==> src/rtl/gate_test_pkg.sv <==
// Shared definitions for the gate test controller: FSM state encoding,
// dut_out bit positions, and vector/counter sizing.
package gate_test_pkg;

    // Controller states
    typedef enum logic [2:0] {
        StIdle,
        StApply,
        StSettle,
        StCheck,
        StDone
    } state_e;

    // Bit positions inside dut_out / expected
    localparam int unsigned AND_B  = 0;
    localparam int unsigned OR_B   = 1;
    localparam int unsigned NAND_B = 2;
    localparam int unsigned NOR_B  = 3;
    localparam int unsigned XOR_B  = 4;

    // Exhaustive 3-input stimulus
    localparam int unsigned NVEC  = 8;
    localparam int unsigned VEC_W = 3;
    localparam int unsigned OUT_W = 5;
    localparam int unsigned CNT_W = 4;
    localparam int unsigned ERR_W = 4;

    localparam logic [VEC_W-1:0] LAST_VEC = VEC_W'(NVEC - 1);

endpackage

==> src/rtl/gate_ref_model.sv <==
// Combinational golden model of the gate datapath: one stimulus vector
// {a,b,c} in, the five expected gate outputs out.
module gate_ref_model
    import gate_test_pkg::*;
(
    input  logic [VEC_W-1:0] vec,
    output logic [OUT_W-1:0] expected
);

    logic a;
    logic b;
    logic c;

    assign a = vec[2];
    assign b = vec[1];
    assign c = vec[0];

    // Ideal gate responses, placed at their dut_out bit positions
    always_comb begin
        expected         = '0;
        expected[AND_B]  = a & b & c;
        expected[OR_B]   = a | b | c;
        expected[NAND_B] = ~(a & b & c);
        expected[NOR_B]  = ~(a | b | c);
        expected[XOR_B]  = a ^ b ^ c;
    end

endmodule

==> src/rtl/gate_test_ctrl.sv <==
// Gate test controller: steps through all 3-bit vectors, holds each for
// SETTLE_CYCLES, compares dut_out against the reference model and reports
// error count plus the first failing vector and its bit mask.
// Optional build macro GATE_TEST_STOP_ON_FAIL_EN: end the run at the first
// mismatching vector instead of applying all eight.
module gate_test_ctrl
    import gate_test_pkg::*;
#(
    parameter int unsigned SETTLE_CYCLES = 3
) (
    input  logic             clk,
    input  logic             rst,
    input  logic             start,
    input  logic [OUT_W-1:0] dut_out,
    output logic [VEC_W-1:0] vec,
    output logic             busy,
    output logic             done,
    output logic             pass,
    output logic [ERR_W-1:0] err_cnt,
    output logic [VEC_W-1:0] fail_vec,
    output logic [OUT_W-1:0] fail_mask
);

    // Last value of the settle counter before moving on to CHECK
    localparam logic [CNT_W-1:0] SettleLast = CNT_W'(SETTLE_CYCLES - 1);

    state_e           state_q;
    logic [VEC_W-1:0] vec_q;
    logic             busy_q;
    logic             done_q;
    logic             pass_q;
    logic [ERR_W-1:0] err_cnt_q;
    logic [VEC_W-1:0] fail_vec_q;
    logic [OUT_W-1:0] fail_mask_q;
    logic [CNT_W-1:0] settle_cnt_q;

    logic [OUT_W-1:0] expected;
    logic [OUT_W-1:0] diff;
    logic             mismatch;
    logic             halt;
    logic             last_vec;

    gate_ref_model u_ref (
        .vec      (vec_q),
        .expected (expected)
    );

    // Compare logic; only consumed in StCheck so dut_out is ignored elsewhere
    assign diff     = expected ^ dut_out;
    assign mismatch = |diff;
    assign last_vec = (vec_q == LAST_VEC);

`ifdef GATE_TEST_STOP_ON_FAIL_EN
    assign halt = mismatch;
`else
    assign halt = 1'b0;
`endif

    // Controller FSM with all outputs registered
    always_ff @(posedge clk or posedge rst) begin
        if (rst) begin
            state_q      <= StIdle;
            vec_q        <= '0;
            busy_q       <= 1'b0;
            done_q       <= 1'b0;
            pass_q       <= 1'b0;
            err_cnt_q    <= '0;
            fail_vec_q   <= '0;
            fail_mask_q  <= '0;
            settle_cnt_q <= '0;
        end else begin
            unique case (state_q)
                StIdle, StDone: begin
                    if (start) begin
                        state_q      <= StApply;
                        vec_q        <= '0;
                        busy_q       <= 1'b1;
                        done_q       <= 1'b0;
                        pass_q       <= 1'b0;
                        err_cnt_q    <= '0;
                        fail_vec_q   <= '0;
                        fail_mask_q  <= '0;
                        settle_cnt_q <= '0;
                    end
                end
                StApply: begin
                    state_q      <= StSettle;
                    settle_cnt_q <= '0;
                end
                StSettle: begin
                    if (settle_cnt_q == SettleLast) begin
                        state_q      <= StCheck;
                        settle_cnt_q <= '0;
                    end else begin
                        settle_cnt_q <= settle_cnt_q + 4'd1;
                    end
                end
                StCheck: begin
                    if (mismatch) begin
                        err_cnt_q <= err_cnt_q + 4'd1;
                        // Only the first failing vector is recorded
                        if (err_cnt_q == '0) begin
                            fail_vec_q  <= vec_q;
                            fail_mask_q <= diff;
                        end
                    end
                    if (halt || last_vec) begin
                        state_q <= StDone;
                        busy_q  <= 1'b0;
                        done_q  <= 1'b1;
                        pass_q  <= !mismatch && (err_cnt_q == '0);
                    end else begin
                        state_q <= StApply;
                        vec_q   <= vec_q + 3'd1;
                    end
                end
                default: begin
                    state_q <= StIdle;
                end
            endcase
        end
    end

    assign vec       = vec_q;
    assign busy      = busy_q;
    assign done      = done_q;
    assign pass      = pass_q;
    assign err_cnt   = err_cnt_q;
    assign fail_vec  = fail_vec_q;
    assign fail_mask = fail_mask_q;

endmodule

==> config.mk <==
export PLATFORM = sky130hd
export DESIGN_NAME = gate_test_ctrl
export DESIGN_NICKNAME = d
export VERILOG_FILES = /design/src/rtl/gate_test_pkg.sv /design/src/rtl/gate_ref_model.sv /design/src/rtl/gate_test_ctrl.sv
export SDC_FILE = /design/constraint.sdc
export NUM_CORES = 1
export LEC_CHECK = 0
export CORE_MARGIN = 3
export CORE_UTILIZATION = 51
export CTS_BUF_LIST = sky130_fd_sc_hd__clkbuf_4 sky130_fd_sc_hd__clkbuf_8 sky130_fd_sc_hd__clkbuf_16
export DETAILED_ROUTE_END_ITERATION = 7
export HOLD_SLACK_MARGIN = 0.15
export PLACE_DENSITY = 0.9
export SYNTH_ARGS = -nofsm -noshare
export SYNTH_HDL_FRONTEND = slang
export SYNTH_SLANG_ARGS = --single-unit
==> constraint.sdc <==
create_clock -name clk -period 2.65 [get_ports clk]
set_input_delay 0.3975 -clock clk [delete_from_list [all_inputs] [get_ports clk]]
set_output_delay 0.3975 -clock clk [all_outputs]
set_load 0.05 [all_outputs]
==> results_dict.tcl <==
set metrics [dict create \
    status "finished, final reports clean" \
    wl_per_cell_um 15.3 \
    power_leakage_nw 0.796 \
    synth.distinct_cells 39 \
    ys_ff_latch 25 \
    die_h_um 58.8 \
    fin_nets 180 \
    antenna_found_initial 0 \
    max-cap-violations 0 \
    ys_seq_area_share_pct 44.1 \
    vdd_drop_max_uv 811 \
    synthArstFlopShare_pct 100 \
    firstDrtPassIters 4 \
    worstReg2RegStart "vec[1]" \
    cp-end-kind "flip-flop" \
    wl_mm 2.96 \
    multiInputGateArea_um2 734 \
    synth_fp_nets 155 \
    p_sw_share_pct 50.6 \
    cp.buffers_inverters 1 \
    regToRegSetupSlack_ps 440 \
    io_buffer_count 25 \
    cp_top_family "simple AND/OR/NAND/NOR gates" \
    post-route-period-util_pct 83.3 \
    hpwlAfterDp_mm 2.22 \
    core-area_um2 2570 \
    pwr-share-seq_pct 31.8 \
    totalPowerFinal_mw 2.01 \
    rsz0062_at_grt "no" \
    switchingPower_mw 1.02 \
    crit_path_end "fail_vec[1]" \
    cts_buffer_depth 2 \
    ios 26 \
    syn2layout_area_growth_pct 20.8 \
    fin_setup_tns_ps 0 \
    synth_top_area_cell "dfrtp_1" \
    numClockSinks 25 \
    p_clk_share_pct 9.1 \
    initial_core_util_pct 55.3 \
    dp_cells 189 \
    cp_cell_sequence "inv_1 > ha_1 > or4b_4 > o22ai_4 > o22ai_4 > nand4_4 > mux2i_1" \
    gr-total-overflow 0 \
    fp.dieArea_um2 3450 \
    seqCellArea_um2 626 \
    yosysTopAreaCellShare_pct 44.1 \
    clk_latency_ps 330 \
    grt_pass1_wl_mm 5.24 \
    grt_pass1_vias 1134 \
    nFillCells 209 \
    power_density_nw_per_um2 1170 \
    path_clk_slew_ps 140 \
    hp-class "in -> async" \
    netlist_instances 139 \
    crit_slowest_cell "or4b_4" \
    layout_min_cycle_time_ps 2210 \
    worstPathMaxFanout 8 \
    max_freq_mhz 453 \
    criticalPathCategory "reg -> reg" \
    synth_edf_count 0 \
    clockRootBuffer "clkbuf_4" \
    cts_setup_buffers 0 \
    drive_above_1_share_pct 6.75 \
    htree_levels 1 \
    crit_required_ps 2910 \
    yosysWarnings 0 \
    drc 0 \
    synth-main-ff-cell "dfrtp_1" \
    reg2reg_depth 7 \
    crit_path_max_incr_delay_ps 570 \
    numCtsBuffers 3 \
    die_x_um 58.8 \
    startpoint "vec[1]" \
    critPathMostFrequentCell "o22ai_4" \
    hold_slack_ps 410 \
    stdcell_count 193 \
    slew_headroom_pct 65.7 \
    start_kind "flip-flop" \
    vias 1114 \
    crit_arrival_ps 2460 \
    cts.repair.resized 0 \
    syn_area_um2 1420 \
    p_comb_share_pct 59.1 \
    r2r_end "fail_vec[1]" \
    antenna_left 0 \
    hold_buffers 0 \
    vias_per_cell 5.77 \
    cts_tree "built" \
    max_slew.worst_pin.slew_ps 513 \
    n_antenna_cell 0 \
    cp.depth 7 \
    drt_iter0_drc 35 \
    internal_power_mw 0.993 \
    grt_max_degree 26 \
    yosys-top-cells-area "dfrtp_1, ha_1, mux2i_1" \
    hold_viol 0 \
    fin_skew_ps 15.3 \
    final_cell_mix "dfrtp_1, clkdlybuf4s50_1, nand2_1" \
    routabilityCongestion 0.758 \
    grt_usage_pct 19.7 \
    rows 18 \
    maxSlewViolCount 0 \
    syn_avg_cell_area_um2 10.2 \
    setup_viol 0 \
]
==> Yosys cell counts (all sizes together), types with 2 or more instances <==
cell,instances
mux2i,9
nand3b,2
nor2,8
o22ai,2
nand4,4
nand2b,3
ha,8
clkbuf,5
nand3,4
xnor2,5
dfrtp,25
inv,8
o31ai,3
o21ai,8
xor2,3
nand2,19
a21oi,3
==> logic make-up (layout without fill, tap and decap cells) <==
family | Yosys count | in the layout | share of synthesized area (%)
AO/OA/AOI/OAI | 23 | 23 | 12.8
XOR/XNOR | 8 | 8 | 4.93
adder cells (fa/ha/maj) | 8 | 8 | 7.05
buffers and inverters | 14 | 38 | 4.23
flip-flops | 25 | 25 | 44.1
multiplexers | 9 | 9 | 6.34
AND/OR/NAND/NOR | 52 | 52 | 20.6
==> cell type report <==
type / instances / area share, %
repair buffers: 26 / 15.0
clock buffers: 4 / 1.75
inverters: 8 / 1.75
flip-flops and latches: 25 / 36.5
multi-input cells: 100 / 42.8
well taps: 30 / 2.19
==> power by group through the flow <==
stage	logic (mW)	clock network, mW	registers, mW
finish	1.19	0.182	0.640
detailed placement	1.18	0	0.646
CTS	1.19	0.181	0.639
floorplan	0.585	0	0.924
global placement	1.14	0	0.631
global route	1.28	0.197	0.665
==> stage by stage <==
stage	area, um^2	util [%]	setup slack, ps
after floorplan	1420	-	261
after global placement	1690	65.6	393
after detailed placement	1690	65.6	315
after CTS	1720	66.8	427
after global routing	1720	66.8	323
final	1720	66.8	443
==> worst min-delay path by stage <==
stage	cells after the start	endpoint	slack, ps
6_report	3	err_cnt[2]	410
4_1_cts	3	fail_vec[1]	430
3_3_place_gp	2	busy	460
3_5_place_dp	2	busy	470
5_1_grt	3	err_cnt[2]	440
2_1_floorplan	1	busy	420
==> registers in the layout (all words and copies together) (netlist names) <==
name          count
fail_vec          3
vec               3
done              1
state_q           3
settle_cnt_q      4
pass              1
busy              1
err_cnt           4
fail_mask         5
==> per-layer routing <==
layer / wire length, um / GRT usage [%] / vias up
met5: 0 / 0 / -
met4: 63 / 7.12 / 0
met3: 117 / 3.07 / 7
met2: 1470 / 31.7 / 34
met1: 1320 / 26.7 / 542
li1: - / - / 531
==> worst min-delay path, delay by kind of cell <==
| kind | cells | cell delay [ps] |
|---|---|---|
| buffers and inverters | 3 | 750 |
Power figures use the tool's default switching activity.
